<file path="config.mk">
export PLATFORM = sky130hd
export DESIGN_NAME = data_mem_io_unit
export DESIGN_NICKNAME = d
export VERILOG_FILES = /design/src/rtl/data_mem_io_unit.sv
export SDC_FILE = /design/constraint.sdc
export NUM_CORES = 2
export LEC_CHECK = 0
export CAP_MARGIN = 5
export CORE_MARGIN = 2
export CORE_UTILIZATION = 63
export CTS_CLUSTER_SIZE = 40
export DETAILED_ROUTE_END_ITERATION = 12
export PLACE_DENSITY = 0.8
export SYNTH_ARGS = -nofsm -noshare
export SYNTH_HDL_FRONTEND = slang
export SYNTH_SLANG_ARGS = --single-unit
</file>
<file path="constraint.sdc">
create_clock -name CLK -period 5.9 [get_ports CLK]
set_clock_uncertainty 0.15 [all_clocks]
set_input_delay 1.18 -clock CLK [delete_from_list [all_inputs] [get_ports CLK]]
set_output_delay 1.18 -clock CLK [all_outputs]
set_load 0.05 [all_outputs]
</file>
<file path="src/rtl/data_mem_io_unit.sv">
`default_nettype none
// ============================================================================
//  Module      : data_mem_io_unit
//  Description : Data-side memory for a single-cycle core. Word RAM with
//                asynchronous read below IO_BASE, plus a memory-mapped TX
//                port whose stores enter a small FIFO that drains to an
//                external peripheral over a valid/ready handshake.
//  Revision    : 1.0  initial release
// ============================================================================
module data_mem_io_unit #(
    parameter int             N       = 32,
    parameter int             RAM_AW  = 6,
    parameter int             DEPTH   = 4,
    parameter logic [N-1:0]   IO_BASE = 32'hFFFF_0000
) (
    input  logic          CLK,
    input  logic          reset,
    input  logic          memWrite,
    input  logic [N-1:0]  Addressmem,
    input  logic [N-1:0]  WriteDataMem,
    output logic [N-1:0]  ReadData,
    output logic          io_valid,
    output logic [N-1:0]  io_data,
    input  logic          io_ready,
    output logic          fifo_full,
    output logic          tx_overflow
);

    localparam int PW = $clog2(DEPTH);
    localparam int CW = $clog2(DEPTH + 1);

    localparam logic [CW-1:0] C_DEPTH     = CW'(DEPTH);
    localparam logic [N-3:0]  C_OFF_TX    = '0;
    localparam logic [N-3:0]  C_OFF_STAT  = (N-2)'(1);
    localparam int            C_OVF_CLR_B = 10;

    // Storage arrays (no reset: RAM contents persist, FIFO slots are
    // meaningful only while counted as occupied)
    logic [N-1:0]  ram_q      [2**RAM_AW];
    logic [N-1:0]  fifo_mem_q [DEPTH];

    // Control state
    logic [PW-1:0] rd_ptr_q,  rd_ptr_d;
    logic [PW-1:0] wr_ptr_q,  wr_ptr_d;
    logic [CW-1:0] count_q,   count_d;
    logic          ovf_q,     ovf_d;

    // Decode
    logic              w_io_sel;
    logic [N-3:0]      w_io_word;
    logic [RAM_AW-1:0] w_ram_idx;
    logic              w_push;
    logic              w_pop;
    logic              w_full;
    logic              w_empty;
    logic              w_push_ok;
    logic              w_ovf_clr;
    logic [N-1:0]      w_status;

    // Address decode and FIFO handshake terms
    always_comb begin
        w_io_sel  = (Addressmem >= IO_BASE);
        w_io_word = Addressmem[N-1:2] - IO_BASE[N-1:2];
        w_ram_idx = Addressmem[RAM_AW+1:2];
        w_full    = (count_q == C_DEPTH);
        w_empty   = (count_q == '0);
        w_push    = memWrite && w_io_sel && (w_io_word == C_OFF_TX);
        w_pop     = !w_empty && io_ready;
        // A full FIFO still accepts a store when the head leaves this cycle
        w_push_ok = w_push && (!w_full || w_pop);
        w_ovf_clr = memWrite && w_io_sel && (w_io_word == C_OFF_STAT)
                    && WriteDataMem[C_OVF_CLR_B];
    end

    // Next-state for pointers, occupancy and sticky overflow flag
    always_comb begin
        rd_ptr_d = rd_ptr_q;
        wr_ptr_d = wr_ptr_q;
        count_d  = count_q;
        ovf_d    = ovf_q;
        if (w_pop) begin
            rd_ptr_d = rd_ptr_q + PW'(1);
        end
        if (w_push_ok) begin
            wr_ptr_d = wr_ptr_q + PW'(1);
        end
        if (w_push_ok && !w_pop) begin
            count_d = count_q + CW'(1);
        end else if (!w_push_ok && w_pop) begin
            count_d = count_q - CW'(1);
        end
        if (w_push && !w_push_ok) begin
            ovf_d = 1'b1;
        end else if (w_ovf_clr) begin
            ovf_d = 1'b0;
        end
    end

    // Control registers with asynchronous active-low reset
    always_ff @(posedge CLK or negedge reset) begin
        if (!reset) begin
            rd_ptr_q <= '0;
            wr_ptr_q <= '0;
            count_q  <= '0;
            ovf_q    <= 1'b0;
        end else begin
            rd_ptr_q <= rd_ptr_d;
            wr_ptr_q <= wr_ptr_d;
            count_q  <= count_d;
            ovf_q    <= ovf_d;
        end
    end

    // Word RAM write port
    always_ff @(posedge CLK) begin
        if (memWrite && !w_io_sel) begin
            ram_q[w_ram_idx] <= WriteDataMem;
        end
    end

    // FIFO slot write; on full+pop the slot written is the departing head
    always_ff @(posedge CLK) begin
        if (w_push_ok) begin
            fifo_mem_q[wr_ptr_q] <= WriteDataMem;
        end
    end

    // Load path: RAM or IO registers, purely combinational
    always_comb begin
        w_status                = '0;
        w_status[10]            = ovf_q;
        w_status[9]             = w_empty;
        w_status[8]             = w_full;
        w_status[7:0]           = 8'(count_q);
        ReadData                = '0;
        if (!w_io_sel) begin
            ReadData = ram_q[w_ram_idx];
        end else if (w_io_word == C_OFF_STAT) begin
            ReadData = w_status;
        end
    end

    // Peripheral-facing outputs
    always_comb begin
        io_valid    = !w_empty;
        io_data     = fifo_mem_q[rd_ptr_q];
        fifo_full   = w_full;
        tx_overflow = ovf_q;
    end

endmodule
`default_nettype wire
</file>
==> impl_metrics.py <==
metrics = {
    "final_layout": {
        "finish.utilization": 0.719,
        "layoutNonFillerInstCount": 6222,
        "syn2layout_area_growth_pct": 13.6,
        "drive_above_1_share": 0.255,
        "nNetsFinal": 4360,
        "design_area_um2": 95700,
        "num-fill-cells": 7315,
    },
    "setup_path": {
        "critPathArrivalTime_ps": 4340,
        "crit_chain": "clkdlybuf4s50_1 -> nand4_2 -> buf_4 -> or4_4 -> xor2_1 -> and4_1 -> nand3_1 -> nor3_2 -> a21o_1 -> buf_4",
        "path_max_fanout": 6,
        "crit_type": "in -> out",
        "r2r-start": "count_q[0]",
        "regToRegSetupSlack_ps": 3170,
        "cp-startpoint": "Addressmem[25]",
        "crit_top_cell": "buf_4",
        "worstPathRequired_ps": 4570,
        "r2r_cells": 9,
        "slowest_delay_ps": 550,
        "r2r-end": "count_q[2]",
        "cp-end-kind": "output port",
        "crit_slowest_cell": "or4_4",
        "startpoint_type": "input pin",
    },
    "sta": {
        "final_hold_viol_count": 0,
        "finalSetupViolations": 0,
        "period_share": 0.961,
        "slew_headroom": 0.123,
        "worst_pin_slew_ps": 1320,
        "setup_tns_ps": 0,
        "rsz0062_at_grt": "no",
        "slew_violations": 0,
        "max_freq_mhz": 176,
        "min_period_ps": 5670,
    },
    "floorplan": {
        "core_area_um2": 133000,
        "start_util": 0.633,
        "io_pins": 135,
        "dieArea_um2": 137000,
        "die_x_um": 370,
        "die_h_um": 370,
        "rows": 134,
    },
    "run": {
        "cap_violations": 0,
    },
    "place": {
        "gp_congestion": 0.879,
        "io_buffers": 132,
        "placed_area_um2": 89500,
        "dp.cells": 5851,
        "hpwl_um": 121000,
    },
    "clocking": {
        "insertion_delay_ps": 830,
        "htreeDepth": 4,
        "cts.path.max_buffers": 3,
        "numCtsBuffers": 201,
        "cts_resized": 0,
        "path_clk_slew_ps": 60,
        "holdBufCountCts": 0,
        "cts_setup_buffers": 0,
        "cts_tree": "yes",
        "cts_sinks": 2184,
        "cts_root_buffer": "clkbuf_16",
    },
    "hold_path": {
        "hp-class": "reg -> reg",
        "hp-start": "count_q[2]",
        "hold_end": "count_q[2]",
        "hold_depth": 1,
    },
    "synthesis": {
        "ys.flop_type": "edfxtp_1",
        "syn_inst": 3909,
        "ys_seq_area_frac": 0.778,
        "synth_edf_count": 2176,
        "yosysWarningCount": 0,
        "yosys.cell_types.count": 54,
        "synth_seq_cells": 2184,
        "netlist_area_um2": 84300,
        "syn-num-nets": 3983,
        "synthArstFlopShare": 0.00366,
        "avgSynthCellArea_um2": 21.6,
    },
    "pwr": {
        "power_leakage_nw": 30.9,
        "finalPower_mw": 31.5,
        "p_per_area_nw_per_um2": 329,
        "ir_drop_mv": 0.317,
    },
    "global_routing": {
        "grt_antenna_before_repair": 7,
        "grt_pass1_vias": 44100,
        "grt_pass1_wl_um": 311000,
        "grt_use_total": 0.324,
        "grt_overflow": 0,
        "grt_start_max_net_pins": 70,
    },
    "status": {
        "outcome": "complete, no violations",
    },
    "route": {
        "wl_per_cell_um": 35.3,
        "drc_errors": 0,
        "viasPerCell": 7.07,
        "dr.pass1.iters": 7,
        "ant_nets": 0,
        "route.vias.total": 44000,
        "wl_um": 219000,
        "drt_iter0_drc": 6695,
    },
}
metal layers:
| layer | track usage | share of wire | vias to the layer above |
|---|---|---|---|
| met5 | 0 | 0.00016 | - |
| met4 | 0.168 | 0.055 | 6 |
| met3 | 0.0704 | 0.11 | 628 |
| met2 | 0.522 | 0.49 | 3499 |
| met1 | 0.422 | 0.34 | 22700 |
| li1 | - | - | 17200 |
cell usage after synthesis, types with 2 or more instances:
| master | n | area share |
|---|---|---|
| o211ai_1 | 4 | 0.00036 |
| dfrtp_1 | 8 | 0.0024 |
| and2_1 | 9 | 0.00067 |
| a22o_1 | 20 | 0.0021 |
| a21oi_1 | 43 | 0.0026 |
| xor2_1 | 4 | 0.00042 |
| clkbuf_1 | 76 | 0.0034 |
| mux4_2 | 422 | 0.11 |
| buf_2 | 65 | 0.0039 |
| buf_1 | 20 | 0.00089 |
| a21o_1 | 6 | 0.00053 |
| buf_4 | 48 | 0.0043 |
| nand2b_1 | 25 | 0.0019 |
| nor3_2 | 2 | 0.00024 |
| nand4_1 | 4 | 0.00030 |
| or2_2 | 2 | 0.00015 |
| nand2_2 | 4 | 0.00030 |
| nor3b_1 | 2 | 0.00018 |
| edfxtp_1 | 2176 | 0.78 |
| xnor2_1 | 6 | 0.00062 |
| o22ai_1 | 22 | 0.0016 |
| a221oi_1 | 30 | 0.0031 |
| o221ai_1 | 25 | 0.0026 |
| nand3b_1 | 2 | 0.00018 |
| a32oi_1 | 9 | 0.00094 |
| nor2b_1 | 32 | 0.0024 |
| mux2i_1 | 344 | 0.041 |
| mux2_2 | 27 | 0.0036 |
| nor3_1 | 36 | 0.0021 |
| nand2_1 | 63 | 0.0028 |
| a211oi_1 | 48 | 0.0043 |
| buf_6 | 12 | 0.0016 |
| nor2_1 | 98 | 0.0044 |
| nor4_1 | 3 | 0.00022 |
| nand3_1 | 54 | 0.0032 |
| inv_1 | 6 | 0.00027 |
| ha_1 | 5 | 0.00074 |
| o21ai_0 | 57 | 0.0034 |
| a22oi_1 | 75 | 0.0067 |
worst max path at each step:
stage	to	slack [ps]
2_1_floorplan	ReadData[14]	770
3_3_place_gp	ReadData[14]	420
3_5_place_dp	ReadData[2]	420
4_1_cts	ReadData[2]	330
5_1_grt	ReadData[31]	140
6_report	ReadData[2]	230
layout by cell type, fill, tap and decap left out, drive strengths merged, types with 3 or more instances in the layout:
| cell | n |
|---|---|
| clkbuf | 263 |
| nand3 | 54 |
| nand4 | 5 |
| xor2 | 4 |
| inv | 12 |
| mux2i | 344 |
| and2 | 9 |
| buf | 333 |
| clkdlybuf4s50 | 62 |
| nand2 | 68 |
| dfrtp | 8 |
| nand2b | 25 |
| nor2 | 99 |
| a22o | 20 |
| xnor2 | 6 |
| edfxtp | 2176 |
| a22oi | 75 |
| o22ai | 22 |
| a32oi | 9 |
| clkinv | 88 |
| bufinv | 12 |
| a21o | 6 |
| nor4 | 3 |
| nor2b | 32 |
| nor3 | 38 |
| a211oi | 48 |
| ha | 5 |
| a21oi | 43 |
| a221oi | 30 |
| mux4 | 422 |
| o21ai | 57 |
| o211ai | 4 |
| mux2 | 27 |
| o221ai | 25 |
| or4 | 3 |
cell type report:
type	count	area (um2)	share of cell area
Timing Repair Buffer	395	3710	0.0387
Tap cell	1768	2210	0.0231
Inverter	6	22.5	0.000235
Antenna cell	1	2.50	0.0000261
Sequential cell	2184	65500	0.685
Clock inverter	107	836	0.00873
Multi-Input combinational cell	1498	18000	0.188
Clock buffer	263	5370	0.0561
power breakdown:
group | internal (mW) | total, mW | switching (mW)
registers | 17.2 | 17.2 | 0.0284
logic | 0.676 | 1.87 | 1.19
clock network | 6.91 | 12.5 | 5.56
through the flow:
step                      worst slack, ps  hold slack (ps)
after floorplan                       773              334
after global placement                416              350
after detailed placement              419              357
after CTS                             329              376
after global routing                  144              394
final                                 227              380
logic make-up (layout without fill, tap and decap cells):
kind of cell	Yosys count	in the layout	synth area share
other	0	1	0
flip-flops	2184	2184	0.778
adder cells (fa/ha/maj)	6	6	0.000980
AND/OR/NAND/NOR	347	347	0.0202
XOR/XNOR	10	10	0.00104
AO/OA/AOI/OAI	342	342	0.0284
buffers and inverters	227	771	0.0143
multiplexers	793	793	0.157
sequential cells by signal (all words and copies together), names as in the netlist:
| register | count |
|---|---|
| ram_q | 2048 |
| wr_ptr_q | 2 |
| tx_overflow | 1 |
| fifo_mem_q | 128 |
| count_q | 3 |
| rd_ptr_q | 2 |
worst max-delay path, delay by kind of cell:
family / cells / cell delay (ps)
AOI/OAI and AO/OA: 1 / 290
xor gates and xnor gates: 1 / 190
buffers and inverters: 3 / 1030
and+or+nand+nor: 5 / 1630
Power figures use the tool's default switching activity.
